**src/rtl/decode_ri_mode_pkg.sv**
```systemverilog
// Shared defaults and state encodings for the JPEG-LS run-interruption decoder.
// Also holds the small helpers used by its FSM.
package decode_ri_mode_pkg;

  localparam int DEFAULT_MODRESIDUAL_LENGTH        = 9;
  localparam int DEFAULT_MAPPED_ERROR_VALUE_LENGTH = 10;
  localparam int DEFAULT_K_LENGTH                  = 4;
  localparam int DEFAULT_J_LENGTH                  = 5;
  localparam int DEFAULT_RUNCOUNT_LENGTH           = 16;
  localparam int DEFAULT_LIMIT                     = 32;
  localparam int DEFAULT_QBPP                      = 8;

  // Unary counter and bit counter widths; LIMIT must stay below 2**Q_LENGTH.
  localparam int Q_LENGTH   = 8;
  localparam int CNT_LENGTH = 8;

  typedef logic [2:0] ri_state_t;

  localparam logic [2:0] IDLE   = 3'd0;
  localparam logic [2:0] RUNBIT = 3'd1;
  localparam logic [2:0] RUNREM = 3'd2;
  localparam logic [2:0] UNARY  = 3'd3;
  localparam logic [2:0] REMAIN = 3'd4;
  localparam logic [2:0] ESCAPE = 3'd5;
  localparam logic [2:0] DONE   = 3'd6;

  // Unary threshold before the J[RUNindex] term is subtracted.
  function automatic int unary_threshold_base(input int limit, input int qbpp);
    return limit - qbpp - 2;
  endfunction

  function automatic logic takes_bits(input ri_state_t s);
    logic r;
    case (s)
      RUNBIT, RUNREM, UNARY, REMAIN, ESCAPE: r = 1'b1;
      default:                               r = 1'b0;
    endcase
    return r;
  endfunction

endpackage

```
**src/rtl/decode_ri_inverse_map.sv**
```systemverilog
// Inverse error mapping for run-interruption samples.
// Turns MErrval back into a signed errValue using RIType, k and the N/Nn comparison.
module decode_ri_inverse_map
  import decode_ri_mode_pkg::*;
#(
  parameter int modresidual_length        = DEFAULT_MODRESIDUAL_LENGTH,
  parameter int mapped_error_value_length = DEFAULT_MAPPED_ERROR_VALUE_LENGTH,
  parameter int k_length                  = DEFAULT_K_LENGTH
) (
  input  logic [mapped_error_value_length-1:0] merrval,
  input  logic                                 ri_type,
  input  logic [k_length-1:0]                  k,
  input  logic                                 n_nn_compare,
  output logic [modresidual_length-1:0]        err_value
);

  localparam int W = mapped_error_value_length + 1;

  logic [W-1:0] temp_s;
  logic [W-1:0] abs_s;
  logic [W-1:0] signed_s;
  logic         map_s;
  logic         neg_s;

  // One extra bit keeps MErrval+RIType+map from wrapping.
  always_comb begin
    temp_s = {1'b0, merrval} + {{(W-1){1'b0}}, ri_type};
    map_s  = temp_s[0];
    abs_s  = (temp_s + {{(W-1){1'b0}}, map_s}) >> 1;
    neg_s  = map_s ^ ((k == '0) && !n_nn_compare);
    if (abs_s == '0) begin
      signed_s = '0;
    end else if (neg_s) begin
      signed_s = -abs_s;
    end else begin
      signed_s = abs_s;
    end
    err_value = modresidual_length'(signed_s);
  end

endmodule

```
**src/rtl/decode_ri_mode.sv**
```systemverilog
// Bit-serial JPEG-LS run-interruption sample decoder: optional run remainder,
// Golomb prefix/suffix or limit-overflow escape, then inverse mapping.
module decode_ri_mode
  import decode_ri_mode_pkg::*;
#(
  parameter int modresidual_length        = DEFAULT_MODRESIDUAL_LENGTH,
  parameter int mapped_error_value_length = DEFAULT_MAPPED_ERROR_VALUE_LENGTH,
  parameter int k_length                  = DEFAULT_K_LENGTH,
  parameter int J_length                  = DEFAULT_J_LENGTH,
  parameter int runcount_length           = DEFAULT_RUNCOUNT_LENGTH,
  parameter int LIMIT                     = DEFAULT_LIMIT,
  parameter int qbpp                      = DEFAULT_QBPP
) (
  input  logic                          clk,
  input  logic                          reset,
  input  logic                          start,
  input  logic                          do_run_decoding,
  input  logic [k_length-1:0]           k,
  input  logic [J_length-1:0]           J,
  input  logic                          RIType,
  input  logic                          N_Nn_Compare,
  input  logic                          bit_in,
  input  logic                          bit_valid,
  output logic                          bit_ready,
  output logic [modresidual_length-1:0] err_value,
  output logic [runcount_length-1:0]    run_remainder,
  output logic                          limit_overflow,
  output logic                          done,
  output logic                          busy,
  output logic                          protocol_error
);

  localparam int M      = mapped_error_value_length;
  localparam int T_BASE = unary_threshold_base(LIMIT, qbpp);

  ri_state_t                     state_r, state_nxt_s;
  logic [k_length-1:0]           k_r;
  logic [J_length-1:0]           j_r;
  logic                          ri_type_r, cmp_r;
  logic [Q_LENGTH-1:0]           q_r;
  logic [CNT_LENGTH-1:0]         cnt_r;
  logic [M-1:0]                  merrval_r;
  logic signed [Q_LENGTH:0]      q_s, thr_s;
  logic                          xfer_s, last_bit_s, perr_s;
  logic [modresidual_length-1:0] map_err_s;

  logic                          bit_ready_r, busy_r, done_r, protocol_error_r, limit_overflow_r;
  logic [modresidual_length-1:0] err_value_r;
  logic [runcount_length-1:0]    run_remainder_r;

  decode_ri_inverse_map #(
    .modresidual_length       (modresidual_length),
    .mapped_error_value_length(mapped_error_value_length),
    .k_length                 (k_length)
  ) u_inverse_map (
    .merrval     (merrval_r),
    .ri_type     (ri_type_r),
    .k           (k_r),
    .n_nn_compare(cmp_r),
    .err_value   (map_err_s)
  );

  // Handshake and the signed unary threshold T = LIMIT - J - qbpp - 2.
  always_comb begin
    xfer_s     = bit_valid & bit_ready_r;
    last_bit_s = (cnt_r == CNT_LENGTH'(1));
    q_s        = $signed({1'b0, q_r});
    thr_s      = $signed((Q_LENGTH+1)'(T_BASE)) - $signed((Q_LENGTH+1)'(j_r));
  end

  // Next-state logic; illegal bits fall back to IDLE with perr_s raised.
  always_comb begin
    state_nxt_s = state_r;
    perr_s      = 1'b0;
    case (state_r)
      IDLE: begin
        if (!start) begin
          state_nxt_s = IDLE;
        end else if (do_run_decoding) begin
          state_nxt_s = RUNBIT;
        end else begin
          state_nxt_s = UNARY;
        end
      end
      RUNBIT: begin
        if (!xfer_s) begin
          state_nxt_s = RUNBIT;
        end else if (bit_in) begin
          perr_s      = 1'b1;
          state_nxt_s = IDLE;
        end else if (j_r != '0) begin
          state_nxt_s = RUNREM;
        end else begin
          state_nxt_s = UNARY;
        end
      end
      RUNREM, REMAIN, ESCAPE: begin
        if (!(xfer_s && last_bit_s)) begin
          state_nxt_s = state_r;
        end else if (state_r == RUNREM) begin
          state_nxt_s = UNARY;
        end else begin
          state_nxt_s = DONE;
        end
      end
      UNARY: begin
        if (!xfer_s) begin
          state_nxt_s = UNARY;
        end else if (!bit_in) begin
          if (q_s >= thr_s) begin
            perr_s      = 1'b1;
            state_nxt_s = IDLE;
          end else begin
            state_nxt_s = UNARY;
          end
        end else if (q_s < thr_s) begin
          if (k_r != '0) begin
            state_nxt_s = REMAIN;
          end else begin
            state_nxt_s = DONE;
          end
        end else if (q_s == thr_s) begin
          state_nxt_s = ESCAPE;
        end else begin
          perr_s      = 1'b1;
          state_nxt_s = IDLE;
        end
      end
      DONE:    state_nxt_s = IDLE;
      default: state_nxt_s = IDLE;
    endcase
  end

  // State, latched sample context, counters, shift registers and outputs.
  always_ff @(posedge clk or posedge reset) begin
    if (reset) begin
      state_r          <= IDLE;
      k_r              <= '0;
      j_r              <= '0;
      ri_type_r        <= 1'b0;
      cmp_r            <= 1'b0;
      q_r              <= '0;
      cnt_r            <= '0;
      merrval_r        <= '0;
      bit_ready_r      <= 1'b0;
      busy_r           <= 1'b0;
      done_r           <= 1'b0;
      protocol_error_r <= 1'b0;
      limit_overflow_r <= 1'b0;
      err_value_r      <= '0;
      run_remainder_r  <= '0;
    end else begin
      state_r          <= state_nxt_s;
      bit_ready_r      <= takes_bits(state_nxt_s);
      busy_r           <= (state_nxt_s != IDLE);
      done_r           <= (state_r == DONE);
      protocol_error_r <= perr_s;
      case (state_r)
        IDLE: begin
          if (start) begin
            k_r              <= k;
            j_r              <= J;
            ri_type_r        <= RIType;
            cmp_r            <= N_Nn_Compare;
            q_r              <= '0;
            merrval_r        <= '0;
            run_remainder_r  <= '0;
            limit_overflow_r <= 1'b0;
          end
        end
        RUNBIT: begin
          if (xfer_s) cnt_r <= CNT_LENGTH'(j_r);
        end
        RUNREM: begin
          if (xfer_s) begin
            run_remainder_r <= {run_remainder_r[runcount_length-2:0], bit_in};
            cnt_r           <= cnt_r - CNT_LENGTH'(1);
          end
        end
        UNARY: begin
          if (xfer_s) begin
            if (!bit_in) begin
              q_r <= q_r + Q_LENGTH'(1);
            end else if (state_nxt_s == ESCAPE) begin
              cnt_r            <= CNT_LENGTH'(qbpp);
              merrval_r        <= '0;
              limit_overflow_r <= 1'b1;
            end else begin
              // Seeding with q lets the k suffix bits shift in to form (q<<k)|r.
              cnt_r     <= CNT_LENGTH'(k_r);
              merrval_r <= M'(q_r);
            end
          end
        end
        REMAIN: begin
          if (xfer_s) begin
            merrval_r <= {merrval_r[M-2:0], bit_in};
            cnt_r     <= cnt_r - CNT_LENGTH'(1);
          end
        end
        ESCAPE: begin
          if (xfer_s) begin
            cnt_r <= cnt_r - CNT_LENGTH'(1);
            if (last_bit_s) begin
              merrval_r <= {merrval_r[M-2:0], bit_in} + M'(1);
            end else begin
              merrval_r <= {merrval_r[M-2:0], bit_in};
            end
          end
        end
        DONE:    err_value_r <= map_err_s;
        default: ;
      endcase
    end
  end

  assign bit_ready      = bit_ready_r;
  assign busy           = busy_r;
  assign done           = done_r;
  assign protocol_error = protocol_error_r;
  assign limit_overflow = limit_overflow_r;
  assign err_value      = err_value_r;
  assign run_remainder  = run_remainder_r;

endmodule

```
**config.mk**
```make
export PLATFORM = sky130hd
export DESIGN_NAME = decode_ri_mode
export DESIGN_NICKNAME = d
export VERILOG_FILES = /design/src/rtl/decode_ri_mode_pkg.sv /design/src/rtl/decode_ri_inverse_map.sv /design/src/rtl/decode_ri_mode.sv
export SDC_FILE = /design/constraint.sdc
export NUM_CORES = 1
export LEC_CHECK = 0
export CAP_MARGIN = 30
export CORE_MARGIN = 3
export CORE_UTILIZATION = 45
export CTS_CLUSTER_DIAMETER = 200
export DETAILED_ROUTE_END_ITERATION = 10
export GPL_ROUTABILITY_DRIVEN = 0
export GPL_TIMING_DRIVEN = 0
export HOLD_SLACK_MARGIN = 0.15
export PLACE_DENSITY = 0.68
export SYNTH_ARGS = -nofsm -noshare
export SYNTH_HDL_FRONTEND = slang
export SYNTH_HIERARCHICAL = 1
export SYNTH_SLANG_ARGS = --single-unit
```
**constraint.sdc**
```tcl
create_clock -name clk -period 3 [get_ports clk]
set_clock_uncertainty 0.1 [all_clocks]
set_input_delay 0.9 -clock clk [delete_from_list [all_inputs] [get_ports clk]]
set_output_delay 0.9 -clock clk [all_outputs]
set_load 0.005 [all_outputs]
```
==> metrics.md <==
| Metric | Value |
|---|---|
| Reg clk slew, reported paths | `0.09 ns` |
| Post-synthesis sequential area ratio | `36.5%` |
| Ys Warns | `6` |
| Vias in the first global route | `4015` |
| Flop pwr share | `24.8%` |
| Fin cells | `roughly 740` |
| FF-to-FF path depth | `11` |
| Top cells by area, synth | `dfrtp_1 (37%), nand2_1 (5.9%), xnor2_1 (5.3%)` |
| Crit Path Max Fanout | `5` |
| Pin count of the biggest net entering global routing | `a little over 70` |
| Clk network pwr share | `13.6%` |
| Ant diodes | `0` |
| Gate count after technology mapping | `529` |
| Wire per inst | `between 15 and 20 um` |
| Hold Crit Start | `run_remainder[15]` |
| First-pass GRT wire length | `19.7 mm` |
| H-tree Lvls | `3` |
| Routed Antenna Nets | `0` |
| Status | `finished with violations` |
| Crit. Startpoint | `j_r[1]` |
| Most used DFF post-synth | `dfrtp_1` |
| Pint | `3.58 mW` |
| Nets | `640` |
| Slew at the pin closest to its max-slew limit | `around 0.87 ns` |
| RSZ-0062 raised after global routing | `yes` |
| Share of the synthesized area in the top cell type | `36.5%` |
| CP max stage delay | `~0.45 ns` |
| Synthesized area per cell | `just over 9 um^2` |
| Required @ worst endpoint | `3.12 ns` |
| Post-DP HPWL | `8.56 mm` |
| Most frequent CP cell | `or3_4` |
| CP endpoint kind | `flip-flop` |
| Die W | `~110 um` |
| Initial antenna violation count | `0` |
| Psw | `2.99 mW` |
| Max VDD drop | `between 0.4 and 0.5 mV` |
| Max Fclk | `323 MHz` |
| # IOs | `47` |
| Lkg Pwr | `around 2.5 nW` |
| Vias | `around 4300` |
| Syn-to-layout area delta | `26.9%` |
| Worst hold-check path type | `reg2reg` |
| Worst Slack Setup Final | `-0.0971 ns` |
| Fillcell total | `896` |
| Critical path cell sequence | `buf_4 > a31o_4 > nand2_4 > ha_1 > a21oi_2 > o22ai_4 > or3_4 > a31oi_4 > nand3_1 > or3_4 > a21boi_1` |
| Violated checks | `setup timing` |
| Clk sinks | `70` |
| Remaining DRCs | `0` |
| Port Buffers | `46` |
| CTS tree | `done` |
| GRT Util Overall | `20.7%` |
| Drt pass-1 iters | `5` |
| Layout cell share with drive strength beyond 1 | `21.1%` |
| CP endpoint | `bit_ready` |
| Mapped Nets | `~570` |
| Total die area | `11900 um^2` |
| # setup viols final | `10` |
| Relative slew margins | `41.9%` |
| Min cycle time layout | `a little over 3 ns` |
| FF+latch count, synth | `70` |
| RR Endpoint | `bit_ready` |
| Starting DRC count in detailed routing | `225` |
| # rows | `37` |
| Post-synth ARST share | `100%` |
| Period utilisation layout | `103%` |
| Design area | `6090 um^2` |
| EDFF count, synth | `0` |
| Slowest CP cell | `or3_4` |
| Critical R2R Launch | `j_r[1]` |
| Comb power frac | `61.6%` |
| Die Ht | `109 um` |
| Switch share | `45.6%` |
| Worst setup path category | `reg2reg` |
| PwrDens | `between 1000 and 1500 nW/um^2` |
| Area of the mapped netlist | `4800 um^2` |
| Synth area leader | `dfrtp_1` |
| Final wirelength | `between 10 and 15 mm` |
| Skew-Pair Late Insertion Delay | `0.35 ns` |
| Core Area | `10300 um^2` |
| # placed instances | `711` |
| Final hold violation count | `0` |
| Setup crit start kind | `flip-flop` |
| CTS max path bufs | `2` |
| R2R setup slack | `-0.1 ns` |
| Num CTS Buffers | `9` |
| Slew Viols, Final | `0` |
| Worst EP arrival | `~3.2 ns` |
| Root Driver | `clkbuf_8` |
| Via/cell ratio | `5.73` |
| Max-cap violations | `0` |
| GRT overflow | `0` |
| Placed Area | `5430 um^2` |
| Post-synth cell types | `78` |
| Starting Density | `46.5%` |
==> metrics by stage <==
step	power (mW)	utilization [%]	worst slack [ns]	hold WS, ns	setup TNS [ns]
floorplan	4.17	-	0.105	0.373	0
global placement	4.93	52.6	-0.984	0.367	-78.21
detailed placement	5.03	52.6	-0.506	0.386	-11.89
CTS	6.21	56.7	-0.0112	0.407	-0.0112
global route	7.07	59.0	-0.184	0.437	-2.06
finish	6.57	59.0	-0.0971	0.401	-0.429
==> cells by family (layout without fill, tap and decap cells) <==
| logic type | after synthesis | in the layout | synth area share [%] |
|---|---|---|---|
| simple gates | 187 | 187 | 20.4 |
| xor+xnor | 42 | 42 | 7.67 |
| buf+inv | 44 | 123 | 3.99 |
| flops | 70 | 70 | 36.5 |
| mux | 24 | 24 | 5.58 |
| fa+ha+maj | 20 | 20 | 5.22 |
| compound gates | 142 | 142 | 20.6 |
==> registers in the layout, indices dropped and copies added, names as in the netlist, 3 cells and up <==
name           flops
k_r                4
merrval_r         10
cnt_r              8
run_remainder     16
j_r                5
state_r            3
q_r                8
err_value          9
==> worst min path at each step <==
stage / endpoint / slack [ns] / depth (start not counted)
4_1_cts: run_remainder[15] / 0.41 / 2
5_1_grt: err_value[7] / 0.44 / 1
3_5_place_dp: run_remainder[15] / 0.39 / 2
2_1_floorplan: run_remainder[15] / 0.37 / 2
3_3_place_gp: run_remainder[15] / 0.37 / 2
6_report: run_remainder[15] / 0.40 / 2
==> power by group through the flow <==
stage / combinational [mW] / clock [mW] / sequential, mW
global placement: 3.33 / 0 / 1.61
floorplan: 2.64 / 0 / 1.53
finish: 4.05 / 0.891 / 1.63
detailed placement: 3.41 / 0 / 1.63
CTS: 3.72 / 0.904 / 1.59
global route: 4.45 / 0.942 / 1.68
==> timing repair <==
action,in CTS,in global routing
cloned,0,2
gates resized for setup,25,40
setup buffers,11,6
pin swaps,10,14
setup endpoints to repair,28,29
hold buffers,0,0
==> layout by cell type (no fill, tap or decap), drive strengths merged, types with 4 or more instances in the layout <==
cell	count
o41ai	4
and3	7
xnor2	29
o22a	8
o211ai	4
xor2	13
and2	6
nor3b	4
nand2	76
a21o	4
ha	20
nor3	9
clkdlybuf4s50	46
mux2i	5
a211oi	7
nand4	6
buf	29
o21ai	46
nor2	36
nor2b	4
nand3	20
a31oi	5
nand3b	4
a21oi	26
mux2	19
o31ai	7
dfrtp	70
inv	25
clkbuf	19
o22ai	5
==> worst max-delay path, delay by kind of cell, from the launching register on <==
kind | cells | cell delay [ns]
compound gates | 5 | 0.95
fa+ha+maj | 1 | 0.28
buf+inv | 1 | 0.15
flops | 1 | 0.44
simple gates | 4 | 1.05
==> final cells by class <==
type	count	area, um^2	share of cell area (%)
timing repair buffer	65	607	9.97
sequential	70	1760	28.9
clock inverter	7	104	1.71
tap	136	170	2.80
buffer	20	109	1.79
clock buffer	9	124	2.03
inverter	22	85.1	1.40
multi-input combinational	415	3130	51.4
==> metal layers <==
metal	GRT usage [%]	vias to the layer above	share of wire, %
li1	-	2061	-
met1	30.0	2093	47
met2	32.3	86	48
met3	3.20	24	3.6
met4	5.79	0	2.1
met5	0	-	0
==> synth_stat cells, drive strengths merged (5+ instances only) <==
cell and number:
o22ai 5, ha 20, a31oi 5, mux2 19, inv 22, mux2i 5
and3 7, o21ai 46, and2 6, nor2 36, xnor2 29, nor3 9
buf 10, clkbuf 12, a211oi 7, o22a 8, a21oi 26, dfrtp 70
xor2 13, nand3 20, nand4 6, nand2 76, o31ai 7
No activity file was read; power rests on OpenSTA's default activity.
